`src/rtl/activation_ctrl.sv`:
```
// Credit-based sequencer moving matmul rows through the activation unit into an in-order output FIFO.
// Optional ACT_STALL_CNT_EN adds a saturating stall_cycles counter output.
module activation_ctrl #(
    parameter int DWIDTH       = 8,
    parameter int MAT_MUL_SIZE = 4,
    parameter int MASK_WIDTH   = 4,
    parameter int ROWS_WIDTH   = 8,
    parameter int BUF_DEPTH    = 4
) (
    input  logic                           clk,
    input  logic                           resetn,
    input  logic                           start,
    input  logic [ROWS_WIDTH-1:0]          num_rows,
    input  logic                           enable_act_cfg,
    input  logic [MASK_WIDTH-1:0]          mask_cfg,
    output logic                           busy,
    output logic                           done,
    output logic                           err,
    input  logic                           mm_valid,
    input  logic [MAT_MUL_SIZE*DWIDTH-1:0] mm_data,
    output logic                           mm_ready,
    output logic                           act_enable,
    output logic [MASK_WIDTH-1:0]          act_mask,
    output logic                           act_in_valid,
    output logic [MAT_MUL_SIZE*DWIDTH-1:0] act_in_data,
    input  logic                           act_out_valid,
    input  logic [MAT_MUL_SIZE*DWIDTH-1:0] act_out_data,
    output logic                           wr_valid,
    output logic [MAT_MUL_SIZE*DWIDTH-1:0] wr_data,
    input  logic                           wr_ready
`ifdef ACT_STALL_CNT_EN
    ,
    output logic [31:0]                    stall_cycles
`endif
);

    localparam int RW = MAT_MUL_SIZE * DWIDTH;
    localparam int AW = $clog2(BUF_DEPTH);
    localparam int CW = AW + 1;

    typedef enum logic [1:0] {IDLE, RUN, DRAIN, DONE} state_t;

    state_t                state, state_nxt;
    logic [ROWS_WIDTH-1:0] rows_q, issued, written, issued_inc;
    logic [CW-1:0]         inflight, fifo_count;
    logic [AW-1:0]         rd_ptr, wr_ptr;
    logic [RW-1:0]         mem [BUF_DEPTH];
    logic [CW:0]           occupancy;
    logic                  credit, accept, issue, push, pop, stray;

    // A row may only be issued if a FIFO slot is already reserved for its result.
    always_comb begin
        occupancy  = {1'b0, fifo_count} + {1'b0, inflight};
        credit     = occupancy < (CW+1)'(BUF_DEPTH);
        accept     = start && (state == IDLE);
        mm_ready   = (state == RUN) && credit;
        issue      = mm_valid && mm_ready;
        issued_inc = issued + 1'b1;
        push       = act_out_valid && (inflight != '0);
        stray      = act_out_valid && (inflight == '0);
        wr_valid   = (fifo_count != '0);
        wr_data    = mem[rd_ptr];
        pop        = wr_valid && wr_ready;
        busy       = (state != IDLE);
        done       = (state == DONE);
    end

    always_comb begin
        state_nxt = state;
        case (state)
            IDLE:    if (start) state_nxt = (num_rows != '0) ? RUN : DONE;
            RUN:     if (issue && (issued_inc == rows_q)) state_nxt = DRAIN;
            DRAIN:   if ((inflight == '0) && (fifo_count == '0) && (written == rows_q))
                         state_nxt = DONE;
            DONE:    state_nxt = IDLE;
            default: state_nxt = IDLE;
        endcase
    end

    always_ff @(posedge clk) begin
        if (!resetn) begin
            state        <= IDLE;
            rows_q       <= '0;
            issued       <= '0;
            written      <= '0;
            inflight     <= '0;
            fifo_count   <= '0;
            rd_ptr       <= '0;
            wr_ptr       <= '0;
            err          <= 1'b0;
            act_enable   <= 1'b0;
            act_mask     <= '0;
            act_in_valid <= 1'b0;
            act_in_data  <= '0;
            for (int i = 0; i < BUF_DEPTH; i++) mem[i] <= '0;
        end else begin
            state        <= state_nxt;
            act_in_valid <= issue;
            if (issue) act_in_data <= mm_data;

            if (accept) begin
                rows_q     <= num_rows;
                act_enable <= enable_act_cfg;
                act_mask   <= mask_cfg;
                issued     <= '0;
                written    <= '0;
            end else begin
                if (issue) issued <= issued_inc;
                if (pop)   written <= written + 1'b1;
            end

            case ({issue, push})
                2'b10:   inflight <= inflight + 1'b1;
                2'b01:   inflight <= inflight - 1'b1;
                default: inflight <= inflight;
            endcase

            // A result with no matching issue is flagged and dropped.
            if (stray) err <= 1'b1;

            if (push) begin
                mem[wr_ptr] <= act_out_data;
                wr_ptr      <= wr_ptr + 1'b1;
            end
            if (pop) rd_ptr <= rd_ptr + 1'b1;

            case ({push, pop})
                2'b10:   fifo_count <= fifo_count + 1'b1;
                2'b01:   fifo_count <= fifo_count - 1'b1;
                default: fifo_count <= fifo_count;
            endcase
        end
    end

`ifdef ACT_STALL_CNT_EN
    always_ff @(posedge clk) begin
        if (!resetn) begin
            stall_cycles <= '0;
        end else if (accept) begin
            stall_cycles <= '0;
        end else if ((state == RUN) && mm_valid && !mm_ready && (stall_cycles != 32'hFFFF_FFFF)) begin
            stall_cycles <= stall_cycles + 32'd1;
        end
    end
`endif

endmodule

```
`config.mk`:
```
export PLATFORM = sky130hd
export DESIGN_NAME = activation_ctrl
export DESIGN_NICKNAME = d
export VERILOG_FILES = /design/src/rtl/activation_ctrl.sv
export SDC_FILE = /design/constraint.sdc
export NUM_CORES = 1
export LEC_CHECK = 0
export ABC_AREA = 1
export BUFFER_PORTS_ARGS = -buffer_cell sky130_fd_sc_hd__buf_4
export CAP_MARGIN = 10
export CORE_MARGIN = 8
export CORE_UTILIZATION = 60
export DETAILED_ROUTE_END_ITERATION = 8
export PLACE_DENSITY = 0.85
export SETUP_SLACK_MARGIN = 0.3
export SLEW_MARGIN = 25
export SYNTH_ARGS = -nofsm -noshare
export SYNTH_HDL_FRONTEND = slang
export SYNTH_SLANG_ARGS = --single-unit
```
`constraint.sdc`:
```
create_clock -name clk -period 6 [get_ports clk]
set_input_delay 0.3 -clock clk [delete_from_list [all_inputs] [get_ports clk]]
set_output_delay 0.3 -clock clk [all_outputs]
set_load 0.01 [all_outputs]
```
==> out/results.ini, run 1 <==
[run_status]
status = completed

[worst_setup_path]
critical-path-max-stage-delay_ns = 0.83
crit_chain = inv_1 -> o21ai_0 -> o22ai_1 -> buf_4
cp_num_buf_inv = 2
regToRegSetupSlack_ns = 3.50
arrival_ns = 2.54
crit_cells = 4
rr_worst_depth = 7
cp-end-kind = primary output
path_class = flip-flop to primary output
cp_max_fo = 33
cp_slowest_cell = inv_1
crit_family = buffers and inverters
start_kind = flip-flop
r2r_start = state[0]
cp-endpoint = wr_data[0]
critPathRequiredTime_ns = 5.70
reg2reg_to = written[4]

[placement]
dp_hpwl_microns = 14400
routabilityCongestion = 0.858
place_area_sq_um = 10300
port_buffers = 157

[min_path]
hp-class = input pin to flip-flop

[clock_tree]
ctsResizeCount = 0
clk_path_buf_depth = 3
cts_tree = yes
clock_latency_ns = 0.49
clk_pin_slew_worst_paths_ns = 0.06
ctsHtreeMaxLevel = 1
cts_root_buffer = clkbuf_16
cts_hold_buf = 0
cts_buffers = 21
cts_setup_buffers = 0
clkSinkCount = 205

[finish]
fillers = 1038
area.growth.synth_to_final_pct = 22.6
antenna_cells = 0
nets = 1214
drive_gt1_share_pct = 20.2
stdcell_area_sq_um = 10900

[global_route]
grt_antenna_before_repair = 0
grt_pass1_wl_microns = 33600
grt_max_degree = 65
grt_pass1_vias = 7058
grtUsageTotal_pct = 22.2
grt-ovfl-total = 0

[route]
wl_per_cell_microns = 16.3
wl_microns = 21500
postRouteAntennaNets = 0
drc = 0
drt-pass1-iter-count = 5
vias = 7155
vias_per_cell = 5.43
drt_iter0_drc = 496

[power]
vdd_drop_max_uv = 295
p_leak_nw = 4.47
power.density_nw_per_um2 = 392

[timing]
period_share_pct = 47.3
period_minus_slack_ns = 2.84
fin_setup_tns_ns = 0
max_freq_ghz = 0.352
hold_viol_final = 0
relSlewSlack_pct = 31.7
finClkSkew_ns = 0.0196
finalSetupViolCount = 0
rsz0062_at_grt = no
drv_slew = 0
worst_slew_pin_slew_ns = 1.02

[yosys]
syn-cell-area_sq_um = 8910
ys_top_cells_by_area = edfxtp_1 43%, dfxtp_1 17%, nor2_1 13%, o21ai_0 7.4%, inv_1 4.4%
syn_avg_cell_area_sq_um = 9.13
yosys_warnings = 0
syn_nets = 1072
ys_seq_area_share_pct = 60.4
synth_flop_cell = edfxtp_1
synth_cell_types = 34
synth_async_sr_flop_share_pct = 0
synth.top_cell.area_share_pct = 43.1
synthCells = 976
synth-edff-count = 128
synth_top_cell_by_area = edfxtp_1
synth-seq-cells = 205

[die]
core_sq_um = 14500
die_w_microns = 138
fp.dieH_microns = 138
start_util_pct = 61.3
die_area_sq_um = 19000
io_pins = 158
core.rowCount = 44

[run]
drv_cap = 0

-- cells by family (layout without fill, tap and decap cells) --
logic type      after synthesis  in the layout  share of synthesized area, %
compound gates              198            198                          11.6
buf+inv                     158            315                          6.81
fa+ha+maj                    13             13                          1.99
flops                       205            205                          60.4
xor+xnor                     12             12                          1.18
simple gates                390            390                          17.9
-- flip-flops by register name (all words and copies together), names as in the netlist, named ones only --
register / cells
act_enable: 1
issued: 8
rd_ptr: 2
rows_q: 8
act_in_data: 32
err: 1
act_in_valid: 1
wr_ptr: 2
fifo_count: 3
inflight: 3
state: 2
mem: 128
act_mask: 4
written: 8
-- worst min-delay path: stages --
cell and delay, ns:
buf_4 0.07, o21ai_0 0.07, nor2_1 0.07
-- synthesized netlist by cell type, drive strengths merged, types with 11 or more instances --
master	instances
clkbuf	37
o22ai	32
dfxtp	77
nand3	24
buf	12
a21oi	28
edfxtp	128
nand2	41
inv	107
o21ai	134
nor2	309
ha	11
-- cells in the final DEF (no fill, tap or decap), types with 6 or more instances in the layout --
cell / n
clkbuf_16: 21
nor2_2: 9
a21oi_1: 28
dfxtp_1: 75
ha_1: 11
o21ai_0: 129
nand2_1: 35
edfxtp_1: 128
inv_1: 103
xor2_1: 6
nand2_2: 6
nand3_1: 22
nor2_1: 299
xnor2_1: 6
buf_4: 165
o22ai_1: 32
-- through the flow --
stage          power [mW]  hold WS, ns  setup WS, ns  cells  utilization [%]
5_1_grt              4.51       0.0655          2.99   1317             75.1
3_5_place_dp         3.13        0.458          3.25   1278             70.7
2_1_floorplan        2.59        0.436          2.46    976                -
6_report             4.28       0.0699          3.16   1317             75.1
3_3_place_gp         3.08        0.448          3.33   1276             70.3
4_1_cts              4.30       0.0602          2.72   1316             74.9
-- power breakdown --
group / switching, mW / leakage (nW) / internal, mW
sequential: 0.119 / 1.95 / 1.71
clock: 0.514 / 0.301 / 0.663
combinational: 0.758 / 2.21 / 0.510
-- how the worst min path moves through the flow --
stage	start	end	slack, ns	depth (start not counted)
4_1_cts	mm_data[16]	act_in_data[16]	0.06	3
5_1_grt	mm_data[4]	act_in_data[4]	0.07	3
3_5_place_dp	rd_ptr[1]	rd_ptr[1]	0.46	2
6_report	mm_data[16]	act_in_data[16]	0.07	3
2_1_floorplan	rd_ptr[1]	flip-flop	0.44	2
3_3_place_gp	rd_ptr[1]	flip-flop	0.45	2
-- final cells by class --
cell class                      instances  area, sq um  area share, %
Sequential cell                       205         5390           49.3
Multi-Input combinational cell        613         2950           27.0
Timing Repair Buffer                  168         1320           12.1
Clock buffer                           28          563           5.16
Inverter                              109          409           3.75
Tap cell                              184          230           2.11
Clock inverter                         10         58.8          0.538
-- layer usage --
layer	vias to the layer above	GRT usage (%)	wire [microns]
met1	3302	24.6	8100
met3	47	7.43	2190
met5	-	0	0
li1	3509	-	-
met4	0	6.75	512
met2	297	39.3	10600
Power figures use the tool's default switching activity.
==> inputs of run 2 (changes only) <==
Settings changed: CORE_UTILIZATION 60 to 56, PLACE_DENSITY 0.85 to 0.8.
Clock period 6 ns to 2.85 ns, I/O delays scaled along.
==> out/results.ini, run 2 (same netlist as run 1, synthesis figures left out) <==
[die]
core.rowCount = 46  ; +4.5%
start_util_pct = 56.7  ; -4.6 points
fp.dieH_microns = 142  ; +3.1%
core_sq_um = 15700  ; +8.1%
die_area_sq_um = 20200  ; +6.3%
io_pins = 158  ; unchanged
die_w_microns = 142  ; +3.1%

[timing]
worst_slew_pin_slew_ns = 0.804  ; -0.219 ns
relSlewSlack_pct = 46.3  ; +15 points
holdWs_ns = 0.00835  ; -0.0615 ns
fin_setup_tns_ns = 0  ; unchanged
finalSetupViolCount = 0  ; unchanged
period_minus_slack_ns = 2.33
hold_viol_final = 0  ; unchanged
drv_slew = 0  ; unchanged
rsz0062_at_grt = no
period_share_pct = 81.6
max_freq_ghz = 0.430
finClkSkew_ns = 0.0152  ; -0.00436 ns

[clock_tree]
clock_latency_ns = 0.50  ; about the same
clk_pin_slew_worst_paths_ns = 0.06  ; about the same
clk_path_buf_depth = 3  ; unchanged
ctsResizeCount = 0  ; unchanged
cts_tree = yes
cts_buffers = 21  ; unchanged
clkSinkCount = 205  ; unchanged
ctsHtreeMaxLevel = 1  ; unchanged
cts_root_buffer = clkbuf_16

[run_status]
status = completed

[finish]
nets = 1296  ; +6.8%
finalNonFillerCells = 1431  ; +8.7%
final_cell_mix = 299 x nor2_1, 173 x buf_4, 129 x o21ai_0
final_common_cell = nor2_1
area.growth.synth_to_final_pct = 31.8
top_register = mem
reg_top3 = mem x128, act_in_data x32
drive_gt1_share_pct = 19.2  ; -1.0 points
largest_reg_flops = 128  ; unchanged
antenna_cells = 0  ; unchanged

[power]
power.density_nw_per_um2 = 792  ; +100%
vdd_drop_max_uv = 580  ; +97%
p_leak_nw = 4.81  ; +7.7%

[route]
drt_iter0_drc = 624  ; +26%
vias_per_cell = 5.30  ; -2.4%
vias = 7586  ; +6.0%
postRouteAntennaNets = 0  ; unchanged
wl_per_cell_microns = 16.8  ; +2.9%
drc = 0  ; unchanged
drt-pass1-iter-count = 5  ; unchanged
wl_microns = 24000  ; +12%

[worst_setup_path]
critPathRequiredTime_ns = 2.71  ; -2.99 ns
cp-end-kind = primary output
cp_max_fo = 46  ; +39%
start_kind = flip-flop
arrival_ns = 2.18  ; -0.36 ns
path_class = flip-flop to primary output

[global_route]
grt-ovfl-total = 0  ; unchanged
grt_max_degree = 65  ; unchanged
grt_pass1_vias = 7776  ; +10%
grt_antenna_before_repair = 0  ; unchanged
grtUsageTotal_pct = 23.9  ; +1.7 points
grt_pass1_wl_microns = 38500  ; +15%

[run]
drv_cap = 0  ; unchanged

[placement]
dp.cells = 1318  ; +3.1%
routabilityCongestion = 0.827  ; -3.7%
dp_hpwl_microns = 14400  ; +0.32%
port_buffers = 157  ; unchanged

[min_path]
hp-class = input pin to flip-flop

[run 2: changes by cell type in the layout (fill, tap and decap cells not counted), sizes merged]
cell / change
buf: +7
clkinv: -1
clkbuf: +1
bufinv: +1
dlygate4sd3: +75
clkinvlp: -1
[run 2: final timing paths]
check,cells past startpoint,slack (ns),start,to
worst max-delay path,5,0.52,flip-flop,wr_data[21]
worst min-delay path,3,0.008,wr_ready,written[1]
worst max register to register,9,0.63,state[1],act_in_data[18]
worst min register to register,2,0.45,err,err
[run 2: layer usage]
metal / global-route usage (%) / part of all wire, %
met5: 0 / 0
met2: 42.3 / 50
met4: 8.25 / 2.4
met3: 6.71 / 8.8
met1: 26.9 / 38
[run 2: layout make-up]
| class | count | area, sq um |
|---|---|---|
| well taps | 216 | 270 |
| clock inverters | 9 | 72.6 |
| flip-flops and latches | 205 | 5390 |
| repair buffers | 250 | 2090 |
| inverters | 109 | 409 |
| fillers | 1091 | 3970 |
| multi-input cells | 613 | 2950 |
| clock buffers | 29 | 567 |
[run 2: critical path, cell delays in order, from the launching register on]
cell and delay [ns]:
dfxtp_2 0.32, clkinv_1 0.45, buf_12 0.38, o21ai_0 0.22, o22ai_1 0.13, buf_4 0.17
[run 2: stage by stage]
stage               setup slack [ns]  power, mW  utilization [%]  cell area (sq um)
global route                   0.333       9.82             74.8              11700
CTS                            0.499       9.31             74.8              11700
global placement               0.745       6.59             65.9              10400
detailed placement             0.717       6.65             65.9              10400
floorplan                      0.349       5.45                -               8920
finish                         0.524       9.30             74.8              11700
[run 2: what timing repair did]
item	4_1_cts	5_1_grt
hold buffers	75	0
buffers inserted	0	0
hold endpoints to repair	83	0
[run 2: report_power, final]
group	internal [mW]	switching (mW)
combinational	1.16	1.69
sequential	3.61	0.251
clock	1.49	1.10
total	6.26	3.04
==> inputs of run 3 (changes only) <==
Settings changed: CORE_UTILIZATION 56 to 50, PLACE_DENSITY 0.8 to 0.75.
Clock period 2.85 ns to 2.05 ns, I/O delays scaled along.
==> out/results.ini, run 3 (same netlist as run 1, synthesis figures left out) <==
[clock_tree]
clk_pin_slew_worst_paths_ns = 0.06  ; about the same
cts_root_buffer = clkbuf_16
cts_tree = yes
clk_path_buf_depth = 3  ; unchanged
cts_buffers = 21  ; unchanged
clock_latency_ns = 0.49  ; about the same
clkSinkCount = 205  ; unchanged
ctsHtreeMaxLevel = 1  ; unchanged

[min_path]
hp-class = input pin to flip-flop

[route]
wl_microns = 29200  ; +22%
postRouteAntennaNets = 0  ; unchanged
wl_per_cell_microns = 19.6  ; +17%
drt_iter0_drc = 545  ; -13%
vias_per_cell = 5.47  ; +3.1%
vias = 8155  ; +7.5%
drc = 0  ; unchanged
drt-pass1-iter-count = 5  ; unchanged

[finish]
fillers = 1075  ; -1.5%
drive_gt1_share_pct = 30.9  ; +12 points
top_register = mem
final_core_util_pct = 74.8  ; about the same
finalNonFillerCells = 1492  ; +4.3%
area.growth.synth_to_final_pct = 48.7
final_common_cell = nor2_1
largest_reg_flops = 128  ; unchanged
reg_top3 = mem x128, act_in_data x32
final_cell_mix = 266 x nor2_1, 179 x buf_4, 128 x edfxtp_1
nets = 1346  ; +3.9%
stdcell_area_sq_um = 13300  ; +13%
antenna_cells = 0  ; unchanged

[placement]
dp.cells = 1339  ; +1.6%
place_area_sq_um = 10600  ; +1.9%
routabilityCongestion = 0.805  ; -2.6%
dp_hpwl_microns = 14400  ; about the same
port_buffers = 157  ; unchanged

[worst_setup_path]
cp_max_fo = 3  ; -93%
critical-path-max-stage-delay_ns = 0.36  ; -0.09 ns
arrival_ns = 2.23  ; +0.05 ns
crit_family = adder cells
crit_chain = ha_4 -> nand3_2 -> nand3_4 -> ha_4 -> inv_2 -> fa_2 -> a21oi_2 -> o21ai_1 -> o21ai_1 -> a21oi_1
cp-end-kind = flip-flop
cp_slowest_cell = dfxtp_4
start_kind = flip-flop
cp_num_buf_inv = 1  ; -2
path_class = flip-flop to flip-flop
critPathRequiredTime_ns = 2.42  ; -0.29 ns

[die]
io_pins = 158  ; unchanged
die_w_microns = 149  ; +5.2%
die_area_sq_um = 22300  ; +11%
fp.dieH_microns = 149  ; +5.2%
start_util_pct = 50.3  ; -6.4 points
core_sq_um = 17700  ; +13%
core.rowCount = 49  ; +6.5%

[timing]
period_share_pct = 90.7
worst_slew_pin_slew_ns = 0.439  ; -0.365 ns
finClkSkew_ns = 0.00999  ; -0.00524 ns
rsz0062_at_grt = yes
max_freq_ghz = 0.538
relSlewSlack_pct = 70.7  ; +24 points
period_minus_slack_ns = 1.86
finalSetupViolCount = 0  ; unchanged
hold_viol_final = 0  ; unchanged
drv_slew = 0  ; unchanged

[power]
vdd_drop_max_uv = 734  ; +27%
p_leak_nw = 5.34  ; +11%
power.density_nw_per_um2 = 1120  ; +41%
finalPower_mw = 14.8  ; +59%

[run]
drv_cap = 0  ; unchanged

[global_route]
grt_max_degree = 46  ; -29%
grt_pass1_wl_microns = 40500  ; +5.2%
grt_antenna_before_repair = 0  ; unchanged
grt_pass1_vias = 7989  ; +2.7%
grt-ovfl-total = 0  ; unchanged
grtUsageTotal_pct = 22.7  ; -1.1 points

[run_status]
status = completed

[run 3: path summary, 6_finish.rpt]
path,from,to,slack (ns),cells past startpoint
max reg2reg,fifo_count[1],inflight[2],0.19,10
max,fifo_count[1],inflight[2],0.19,10
min,mm_valid,act_in_valid,0.07,4
min reg2reg,err,err,0.45,2
[run 3: where the power goes]
group	switching (mW)	leakage, nW	internal, mW	total, mW
registers	0.444	1.96	5.03	5.48
clock network	1.54	0.299	2.04	3.58
logic	3.07	3.09	2.68	5.75
total	5.06	5.34	9.75	14.8
[run 3: worst register-to-register path, cell delays in order, from the launching register on]
cell     delay (ns)
dfxtp_4        0.36
ha_4           0.26
nand3_2        0.10
nand3_4        0.13
ha_4           0.14
inv_2          0.04
fa_2           0.34
a21oi_2        0.12
o21ai_1        0.08
o21ai_1        0.13
a21oi_1        0.05
[run 3: final cells by class]
type	instances	area, sq um	share of cell area [%]
clock buffers	33	573	4.32
clock inverters	3	38.8	0.293
inverters	109	433	3.27
multi-input cells	613	3520	26.6
flip-flops and latches	205	5410	40.8
well taps	229	287	2.16
repair buffers	300	2990	22.5
[run 3: what timing repair did]
item / in CTS / in global routing
setup endpoints to repair: 119 / 76
gates cloned: 7 / 10
setup buffers: 13 / 7
pin swaps: 11 / 28
resized for setup: 74 / 150
hold buffers: 80 / 0
endpoints found under the hold margin: 102 / 0
[run 3: metrics by stage]
step	TNS, ns	hold WS [ns]	worst slack, ns
2_1_floorplan	-0.0365	0.251	-0.0365
3_3_place_gp	0	0.352	0.125
3_5_place_dp	0	0.356	0.0624
4_1_cts	0	0.0759	0.238
5_1_grt	0	0.0740	0.133
6_report	0	0.0746	0.191
[run 3: per-layer routing]
layer | share of wire, % | global-route usage, %
met2 | 51 | 40.5
met1 | 36 | 25.7
met5 | 0 | 0
met3 | 9.3 | 6.92
met4 | 3.5 | 6.56
